## src/rtl/int_port_sched_if.sv

```systemverilog
// Issue-port bundle between the issue queues and the integer-ALU port scheduler.
// Requests flow in, the held uop and per-requester grants flow out.
interface int_port_sched_if #(
  parameter int NUM_REQ   = 4,
  parameter int SQN_W     = 7,
  parameter int PAYLOAD_W = 128
);
  logic [NUM_REQ-1:0]                IN_reqValid;
  logic [NUM_REQ-1:0][SQN_W-1:0]     IN_reqSqN;
  logic [NUM_REQ-1:0][PAYLOAD_W-1:0] IN_reqPayload;
  logic [NUM_REQ-1:0]                OUT_reqGrant;
  logic                              IN_stall;
  logic                              IN_branchTaken;
  logic [SQN_W-1:0]                  IN_branchSqN;
  logic                              OUT_valid;
  logic [SQN_W-1:0]                  OUT_sqN;
  logic [PAYLOAD_W-1:0]              OUT_payload;
  logic [15:0]                       OUT_conflictCnt;

  modport slave (
    input  IN_reqValid, IN_reqSqN, IN_reqPayload, IN_stall, IN_branchTaken, IN_branchSqN,
    output OUT_reqGrant, OUT_valid, OUT_sqN, OUT_payload, OUT_conflictCnt
  );

  modport master (
    output IN_reqValid, IN_reqSqN, IN_reqPayload, IN_stall, IN_branchTaken, IN_branchSqN,
    input  OUT_reqGrant, OUT_valid, OUT_sqN, OUT_payload, OUT_conflictCnt
  );
endinterface

```

## src/rtl/int_port_sched.sv

```systemverilog
// Oldest-first scheduler for one integer-ALU issue port, with a single held
// output uop that survives stalls and is cleared by branch flushes.
module int_port_sched_lane #(
  parameter int SQN_W = 7
) (
  input  logic [SQN_W-1:0] i_sqN,
  input  logic             i_brTaken,
  input  logic [SQN_W-1:0] i_brSqN,
  output logic             o_killed
);
  logic [SQN_W-1:0] w_diff;

  // Strictly younger than the branch (wrap-aware); equal sqN survives.
  assign w_diff   = i_sqN - i_brSqN;
  assign o_killed = i_brTaken && !w_diff[SQN_W-1] && (w_diff != '0);
endmodule

module int_port_sched #(
  parameter int NUM_REQ   = 4,
  parameter int SQN_W     = 7,
  parameter int PAYLOAD_W = 128
) (
  input  logic              clk,
  input  logic              rst,
  int_port_sched_if.slave   bus
);
  logic [NUM_REQ-1:0]   w_kill;
  logic [NUM_REQ-1:0]   w_elig;
  logic [NUM_REQ-1:0]   w_win;
  logic [NUM_REQ-1:0]   w_grant;
  logic [SQN_W-1:0]     w_winSqN;
  logic [PAYLOAD_W-1:0] w_winPayload;
  logic                 w_heldKill;
  logic                 w_heldLive;
  logic                 w_free;
  logic                 w_multi;
  logic                 w_fire;

  logic                 r_valid;
  logic [SQN_W-1:0]     r_sqN;
  logic [PAYLOAD_W-1:0] r_payload;
  logic [15:0]          r_cnt;

  genvar gi;
  generate
    for (gi = 0; gi < NUM_REQ; gi++) begin : g_lane
      int_port_sched_lane #(.SQN_W(SQN_W)) u_lane (
        .i_sqN     (bus.IN_reqSqN[gi]),
        .i_brTaken (bus.IN_branchTaken),
        .i_brSqN   (bus.IN_branchSqN),
        .o_killed  (w_kill[gi])
      );
    end
  endgenerate

  int_port_sched_lane #(.SQN_W(SQN_W)) u_held (
    .i_sqN     (r_sqN),
    .i_brTaken (bus.IN_branchTaken),
    .i_brSqN   (bus.IN_branchSqN),
    .o_killed  (w_heldKill)
  );

  assign w_elig = bus.IN_reqValid & ~w_kill;

  // Pairwise age tournament: i wins if it beats every other eligible j.
  // Equal sqN resolves toward the lower index.
  always_comb begin
    logic [SQN_W-1:0] d_ij;
    logic [SQN_W-1:0] d_ji;
    d_ij  = '0;
    d_ji  = '0;
    w_win = '0;
    for (int i = 0; i < NUM_REQ; i++) begin
      w_win[i] = w_elig[i];
      for (int j = 0; j < NUM_REQ; j++) begin
        if (j != i && w_elig[j]) begin
          d_ij = bus.IN_reqSqN[i] - bus.IN_reqSqN[j];
          d_ji = bus.IN_reqSqN[j] - bus.IN_reqSqN[i];
          if (i < j) begin
            if (d_ji[SQN_W-1]) w_win[i] = 1'b0;
          end else begin
            if (!d_ij[SQN_W-1]) w_win[i] = 1'b0;
          end
        end
      end
    end
  end

  always_comb begin
    w_winSqN     = '0;
    w_winPayload = '0;
    for (int i = 0; i < NUM_REQ; i++) begin
      if (w_win[i]) begin
        w_winSqN     = w_winSqN | bus.IN_reqSqN[i];
        w_winPayload = w_winPayload | bus.IN_reqPayload[i];
      end
    end
  end

  // A flushed held uop frees the slot in the same cycle, even under stall.
  assign w_heldLive = r_valid && !w_heldKill;
  assign w_free     = !w_heldLive || !bus.IN_stall;
  assign w_multi    = |(w_elig & (w_elig - NUM_REQ'(1)));
  assign w_fire     = rst && w_free && (|w_elig);
  assign w_grant    = w_fire ? w_win : '0;

  always_ff @(posedge clk or negedge rst) begin
    if (!rst) begin
      r_valid   <= 1'b0;
      r_sqN     <= '0;
      r_payload <= '0;
      r_cnt     <= '0;
    end else begin
      if (w_fire) begin
        r_valid   <= 1'b1;
        r_sqN     <= w_winSqN;
        r_payload <= w_winPayload;
      end else if (r_valid && w_heldKill) begin
        r_valid <= 1'b0;
      end else if (!bus.IN_stall) begin
        r_valid <= 1'b0;
      end
      if (w_multi && (r_cnt != 16'hFFFF)) r_cnt <= r_cnt + 16'd1;
    end
  end

  assign bus.OUT_reqGrant    = w_grant;
  assign bus.OUT_valid       = r_valid;
  assign bus.OUT_sqN         = r_sqN;
  assign bus.OUT_payload     = r_payload;
  assign bus.OUT_conflictCnt = r_cnt;
endmodule

```

## src/flat_wrapper.sv

```systemverilog
// flat-port wrapper written by rule: the top's interface ports become plain ports
module int_port_sched_flat 
#(
  parameter int NUM_REQ   = 4,
  parameter int SQN_W     = 7,
  parameter int PAYLOAD_W = 128
)
  (clk, rst, bus_IN_reqValid, bus_IN_reqSqN, bus_IN_reqPayload, bus_IN_stall, bus_IN_branchTaken, bus_IN_branchSqN, bus_OUT_reqGrant, bus_OUT_valid, bus_OUT_sqN, bus_OUT_payload, bus_OUT_conflictCnt);
  int_port_sched_if #(.NUM_REQ(NUM_REQ), .SQN_W(SQN_W), .PAYLOAD_W(PAYLOAD_W)) bus_i ();
  input  logic clk;
  input  logic rst;
  input wire logic [$bits(bus_i.IN_reqValid)-1:0] bus_IN_reqValid;
  input wire logic [$bits(bus_i.IN_reqSqN)-1:0] bus_IN_reqSqN;
  input wire logic [$bits(bus_i.IN_reqPayload)-1:0] bus_IN_reqPayload;
  input wire logic [$bits(bus_i.IN_stall)-1:0] bus_IN_stall;
  input wire logic [$bits(bus_i.IN_branchTaken)-1:0] bus_IN_branchTaken;
  input wire logic [$bits(bus_i.IN_branchSqN)-1:0] bus_IN_branchSqN;
  output wire logic [$bits(bus_i.OUT_reqGrant)-1:0] bus_OUT_reqGrant;
  output wire logic [$bits(bus_i.OUT_valid)-1:0] bus_OUT_valid;
  output wire logic [$bits(bus_i.OUT_sqN)-1:0] bus_OUT_sqN;
  output wire logic [$bits(bus_i.OUT_payload)-1:0] bus_OUT_payload;
  output wire logic [$bits(bus_i.OUT_conflictCnt)-1:0] bus_OUT_conflictCnt;
  assign bus_i.IN_reqValid = bus_IN_reqValid;
  assign bus_i.IN_reqSqN = bus_IN_reqSqN;
  assign bus_i.IN_reqPayload = bus_IN_reqPayload;
  assign bus_i.IN_stall = bus_IN_stall;
  assign bus_i.IN_branchTaken = bus_IN_branchTaken;
  assign bus_i.IN_branchSqN = bus_IN_branchSqN;
  assign bus_OUT_reqGrant = bus_i.OUT_reqGrant;
  assign bus_OUT_valid = bus_i.OUT_valid;
  assign bus_OUT_sqN = bus_i.OUT_sqN;
  assign bus_OUT_payload = bus_i.OUT_payload;
  assign bus_OUT_conflictCnt = bus_i.OUT_conflictCnt;
  int_port_sched #(.NUM_REQ(NUM_REQ), .SQN_W(SQN_W), .PAYLOAD_W(PAYLOAD_W)) u_core (.clk(clk), .rst(rst), .bus(bus_i));
endmodule
```

## config.mk

```make
export PLATFORM = sky130hd
export DESIGN_NAME = int_port_sched_flat
export DESIGN_NICKNAME = d
export VERILOG_FILES = /design/src/rtl/int_port_sched_if.sv /design/src/rtl/int_port_sched.sv /design/src/flat_wrapper.sv
export SDC_FILE = /design/constraint.sdc
export NUM_CORES = 1
export LEC_CHECK = 0
export ABC_AREA = 0
export BUFFER_PORTS_ARGS = -buffer_cell sky130_fd_sc_hd__buf_2
export CAP_MARGIN = 10
export CORE_AREA = 10 10 268 270
export DETAILED_ROUTE_END_ITERATION = 10
export DIE_AREA = 0 0 278 280
export GPL_ROUTABILITY_DRIVEN = 1
export PLACE_DENSITY = 0.38
export RECOVER_POWER = 25
export SLEW_MARGIN = 10
export SYNTH_ARGS = -nofsm -noshare
export SYNTH_HDL_FRONTEND = slang
export SYNTH_SLANG_ARGS = --single-unit
export TNS_END_PERCENT = 30
```

## constraint.sdc

```tcl
create_clock -name clk -period 7.1 [get_ports clk]
set_clock_uncertainty 0.05 [all_clocks]
set_input_delay 0.355 -clock clk [delete_from_list [all_inputs] [get_ports clk]]
set_output_delay 0.355 -clock clk [all_outputs]
set_load 0.02 [all_outputs]
```

Word level (Yosys, flattened, before mapping)
Index checks and enable logic that the tools add are counted.
Widths: inputs -> output; s select.

word-level totals
  latch bits = 0
  memories = 0
  ROM bits = 0
  flip-flop bits (word level) = 152
  bits of input ports = 555
  bits in writable memories = 0

cells by class
  shifts and indexed selects = 0
  multiply operators = 0
  bitwise gates (word level) = 9
  order comparisons = 0
  divide/modulo/power cells = 0
  muxes and demuxes = 36
  eq/ne operators = 2
  add/subtract/negate cells = 13
  reduce and logical (&&, ||, !) cells = 31

operators with widths
  kind                   count
  $mux 128               4
  $or 128x128->128       3
  $sub 7x7->7            11
  $reduce_bool 7->1      5
  $mux 7                 4
  $mux 1                 27
  $or 7x7->7             3
  $add 16x1->16 const B  1
  $ne 16x16->1 const B   1
  $logic_and 1x1->1      15
  $and 4x4->4            2
  $logic_not 1->1        8
  $reduce_or 4->1        2
  $mux 4                 1
  $not 4->4              1
  $sub 4x1->4 const B    1
  $ne 3x1->1 const B     1
  $logic_or 1x1->1       1

Longest topological paths before layout
  word-level depth = 19
  gate-level depth with buffers = 16

Hierarchy
From an unflattened synthesis, not the netlist that was laid out.

second synthesis, totals
  cells, all modules = 1200
  area total of the unflattened synthesis = 10715.3 um^2

modules (own cells, without submodules)
  module               area an instance (um^2)  instances  cells an instance  sequential area each (um^2)
  int_port_sched       9238.9                   1          1005               3803.6
  int_port_sched_lane  295.3                    5          39                 0.0

Worst setup path after synthesis
No wires, ideal clock.

  kind = reg2out
  start = reg u_core.r_sqN[0] (netlist: u_core.bus.OUT_sqN[0])
  end = out bus_OUT_reqGrant[1]
  arrival time = 3263 ps
  cell stages (with the launch flop) = 14
  buffers on the path = 2
  setup slack = 3432 ps
  cells stage by stage = dfrtp_1 > inv_1 > ha_1 > fa_1 > nand2b_1 > a21boi_0 > nor3_1 > a21oi_1 > o311ai_0 > a221o_1 > a21oi_1 > clkbuf_1 > clkbuf_1 > and2_1

between the ends
  word-level cells in the longest chain between the ends = 11

ends and longest elaborated chain
  what                                                                       RTL line               text
  from (decl)                                                                int_port_sched.sv:40   logic [SQN_W-1:0] r_sqN;
  from (signal assigned)                                                     int_port_sched.sv:116  r_sqN <= w_winSqN;
  $sub 7x7->7 (*)                                                            int_port_sched.sv:14   assign w_diff = i_sqN - i_brSqN;
  parallel branches: the longest is 2 deep, another holds $reduce_bool 7->1  n/a
  $logic_and 1x1->1 (*)                                                      int_port_sched.sv:15   assign o_killed = i_brTaken && !w_diff[SQN_W-1] && (w_diff != '0);
  $logic_not 1->1 (*)                                                        int_port_sched.sv:101  assign w_heldLive = r_valid && !w_heldKill;
  $logic_and 1x1->1 (*)                                                      int_port_sched.sv:101
  $logic_not 1->1 (*)                                                        int_port_sched.sv:102  assign w_free = !w_heldLive || !bus.IN_stall;
  $logic_or 1x1->1 (*)                                                       int_port_sched.sv:102
  $logic_and 1x1->1 (*) (2 in series)                                        int_port_sched.sv:104  assign w_fire = rst && w_free && (|w_elig);
  $mux 4 (*)                                                                 int_port_sched.sv:105  assign w_grant = w_fire ? w_win : '0;
  to (decl)                                                                  flat_wrapper.sv:18     output wire logic [$bits(bus_i.OUT_reqGrant)-1:0] bus_OUT_reqGrant;

Mark *: on every way between the ends.

Worst setup path in the final report
  start = reg u_core.r_sqN[0] (netlist: u_core.bus.OUT_sqN[0])
  end = out bus_OUT_reqGrant[3]

The elaborated chain is that of the path after synthesis.

==> impl_metrics.ini <==
[finish]
syn2layout_area_growth_pct = 47.2
final_nets = 2434
instances_no_fill = 2700
final_cell_area_um2 = 15300
multiInputGateArea_um2 = 6050
drive_above_1_share_pct = 38.9
nFillCells = 7473
final-seq-area_um2 = 3800

[yosys]
syn-instance-count = 1157
ys_ff_latch = 152
synth.yosys.seq_area_share_pct = 36.5
syn_area_per_cell_um2 = 9.00
netlist.area_leader.share_pct = 36.5
synth.top_cells.by_area = dfrtp_1 (37%), a22oi_1 (19%), a31oi_1 (8.2%), ha_1 (7.3%), nor2_1 (5.7%)
synthesis.nets = 1778
ys.warnings.count = 0
ys_async_rst_share_pct = 100
cell_area_after_synthesis_um2 = 10400
ys_types = 65
ys.flop_type = dfrtp_1
synth_enable_flop_cells = 0
yosysTopAreaCell = dfrtp_1

[grt]
gr-total-overflow = 0
grt_pass1_vias = 13132
grt_start_max_net_pins = 85
grt_use_total_pct = 16.3
grt_pass1_wl_um = 94000
antenna_found_initial = 13

[timing]
max_slew.worst_pin.slew_ps = 1040
maxSlewViolCount = 0
finalHoldViolCount = 0
setup-violations-final = 0
max_freq_mhz = 210
final_min_period_over_clock_period_pct = 67.0
unrepaired_setup_endpoints_after_global_routing = false
totalNegativeSetupSlack_ps = 0
timing.max_slew.rel_slack_pct = 30.8
layout_min_cycle_time_ps = 4760

[detailed_routing]
average_detailed_routed_wire_length_per_instance_um = 24.8
initialDrtViolationCount = 858
drt_drc_violations_left = 0
postRouteAntennaNets = 0
routed_via_density = 4.64
wl_um = 66800
dr.pass1.iters = 5
vias_post_dr = 12537

[worst_setup_path]
cp-start-kind = register
path_cells = inv_1 -> ha_1 -> fa_1 -> nand2b_1 -> a21boi_0 -> nor3_1 -> a21oi_1 -> o311ai_0 -> a221o_1 -> a21oi_4 -> and2_1 -> buf_2
cp_top_family = compound AO/OA/AOI/OAI gates
cp_slowest_stage_delay_ps = 820
crit_path_required_time_ps = 6690
crit_slowest_cell = a21oi_4
worstPathArrival_ps = 4350
setup.worst_path.end_class = primary output
critical_path_peak_fanout = 21
crit_type = register to primary output
path_buf_inv = 2

[clock_network]
numClockSinks = 152
cts.hold.buffers_added = 1
cts_resized = 0
insertion_delay_to_the_later_sink_of_the_worst_skew_pair_ps = 470
postCtsSetupRepairBufs = 0
cts_tree = yes
cts-buffers-inserted = 17
ctsRootBufferMaster = clkbuf_16
clockBufferDepth = 2
ctsHtreeMaxLevel = 4
clk_pin_slew_worst_paths_ps = 80

[floorplan]
die_h_um = 280
effective_utilization_at_floorplan_pct = 15.6
width_of_the_chip_um = 278
floorplan.core_area_um2 = 66600
fp.dieArea_um2 = 77800
rows = 95
design.portCount = 711

[status]
status = finished, final reports clean

[power_and_ir_drop]
max-vdd-ir-drop_uv = 131
power_density_nw_per_um2 = 311
power.leakage_nw = 6.87

[min_path]
hp-class = input port to register

[placement]
numPortBuffers = 710
globalplace.congestion = 0.900
detailedPlacementHpwl_um = 55100
dpl.cell_count = 2666
placedInstanceArea_um2 = 14800

[flow_run]
drv.max_cap_violation_count = 0
-- worst paths after layout --
path                                                  end                      startpoint  depth (start not counted)  slack (ps)
setup / recovery                      bus_OUT_reqGrant[3]           u_core.bus.OUT_sqN[0]                         12        2340
hold / removal                 u_core.bus.OUT_payload[38]          bus_IN_reqPayload[422]                          3         150
setup reg to reg               u_core.bus.OUT_payload[33]           u_core.bus.OUT_sqN[0]                         13        2740
hold reg to reg            u_core.bus.OUT_conflictCnt[15]  u_core.bus.OUT_conflictCnt[15]                          1         450
max in group asynchronous      u_core.bus.OUT_payload[81]                             rst                          3        5380
min in group asynchronous      u_core.bus.OUT_payload[23]                             rst                          2         360
-- worst register-to-register path: stages (launching register included) --
cell and delay, ps:
dfrtp_1 370, inv_1 50, ha_1 220, fa_1 440, nand2b_1 170, a21boi_0 440, nor3_1 90, a21oi_1 120
o311ai_0 180, a221o_1 530, a21oi_4 820, buf_4 550, nor2_1 90, a31oi_1 160
-- cell type report --
type | instances | area share (%)
multi-input combinational | 868 | 39.4
sequential | 152 | 24.8
timing repair buffer | 731 | 23.8
tap | 873 | 7.12
clock buffer | 19 | 2.89
inverter | 43 | 1.05
clock inverter | 13 | 0.897
antenna | 1 | 0.0163
-- sequential cells by signal, indices dropped and copies added (netlist names) --
signal / flops
u_core.bus.OUT_conflictCnt: 16
u_core.bus.OUT_payload: 128
u_core.bus.OUT_sqN: 7
u_core.bus.OUT_valid: 1
-- cells by family (layout without fill, tap and decap cells) --
family	count (synthesis)	in the layout	synth area share, %
fa+ha+maj	66	66	8.29
simple gates	247	247	10.8
mux	5	5	0.529
xor+xnor	42	42	3.53
flops	152	152	36.5
compound gates	508	508	34.7
buf+inv	137	806	5.72
other cells	0	1	0
-- per-stage QoR --
| stage | total power, mW | setup slack [ps] | hold WS, ps | util (%) |
|---|---|---|---|---|
| 4_1_cts | 4.92 | 2210 | 78.8 | 23.2 |
| 3_5_place_dp | 3.92 | 2160 | 321 | 22.3 |
| 3_3_place_gp | 3.91 | 2130 | 316 | 22.3 |
| 6_report | 4.77 | 2340 | 148 | 23.0 |
| 2_1_floorplan | 2.83 | 3430 | 9.41 | - |
| 5_1_grt | 5.11 | 2000 | 102 | 23.0 |
-- cell usage in the layout, fill, tap and decap left out, drive strengths merged, types with 13 or more instances in the layout --
master,Yosys,routed
ha,61,61
nor3,15,15
clkbuf,53,88
buf,41,661
inv,43,49
a22oi,270,270
nand3,13,13
a21oi,29,29
o21ai,15,15
xnor2,30,30
dfrtp,152,152
a31oi,137,137
nand2,15,15
nor2,157,157
-- synth_stat cells, types with 2 or more instances --
cell type    n
nor2b_1      5
buf_2       35
a211oi_1     4
and3_1       6
inv_1       43
fa_1         5
ha_1        61
a2111oi_0    6
dfrtp_1    152
a21oi_1     29
o41ai_1      4
a21o_1       4
o21a_1       7
o211ai_1     4
a22oi_1    270
a31o_2       2
nand3_1     13
xor2_1      12
mux2_2       4
nor2_1     157
xnor2_1     30
o21ai_0     14
nand4_1      6
or2_2        2
a31oi_1    137
a221o_1      2
nor3_1      12
o2bb2ai_1    3
a2111o_1     2
clkbuf_1    51
clkbuf_4     2
buf_4        4
buf_6        2
nand2b_1    10
and2_1       4
nor3b_1      2
nor4_1       6
nor3_4       2
nand2_1     15
o31ai_1      3
-- metal layers --
layer / up-vias / routed length [µm] / share of wire [%] / global-route usage [%]
met5: - / 57 / 0.085 / 0
met4: 8 / 1210 / 1.8 / 4.17
met3: 63 / 5160 / 7.7 / 4.93
met2: 637 / 33500 / 50 / 28.9
met1: 6032 / 26900 / 40 / 18.8
li1: 5797 / - / - / -
-- power by group --
group	total (mW)	internal (mW)	switching, mW
Clock	0.948	0.503	0.445
Sequential	1.46	1.23	0.235
Combinational	2.36	0.777	1.58
(Power assumes the default switching activity.)
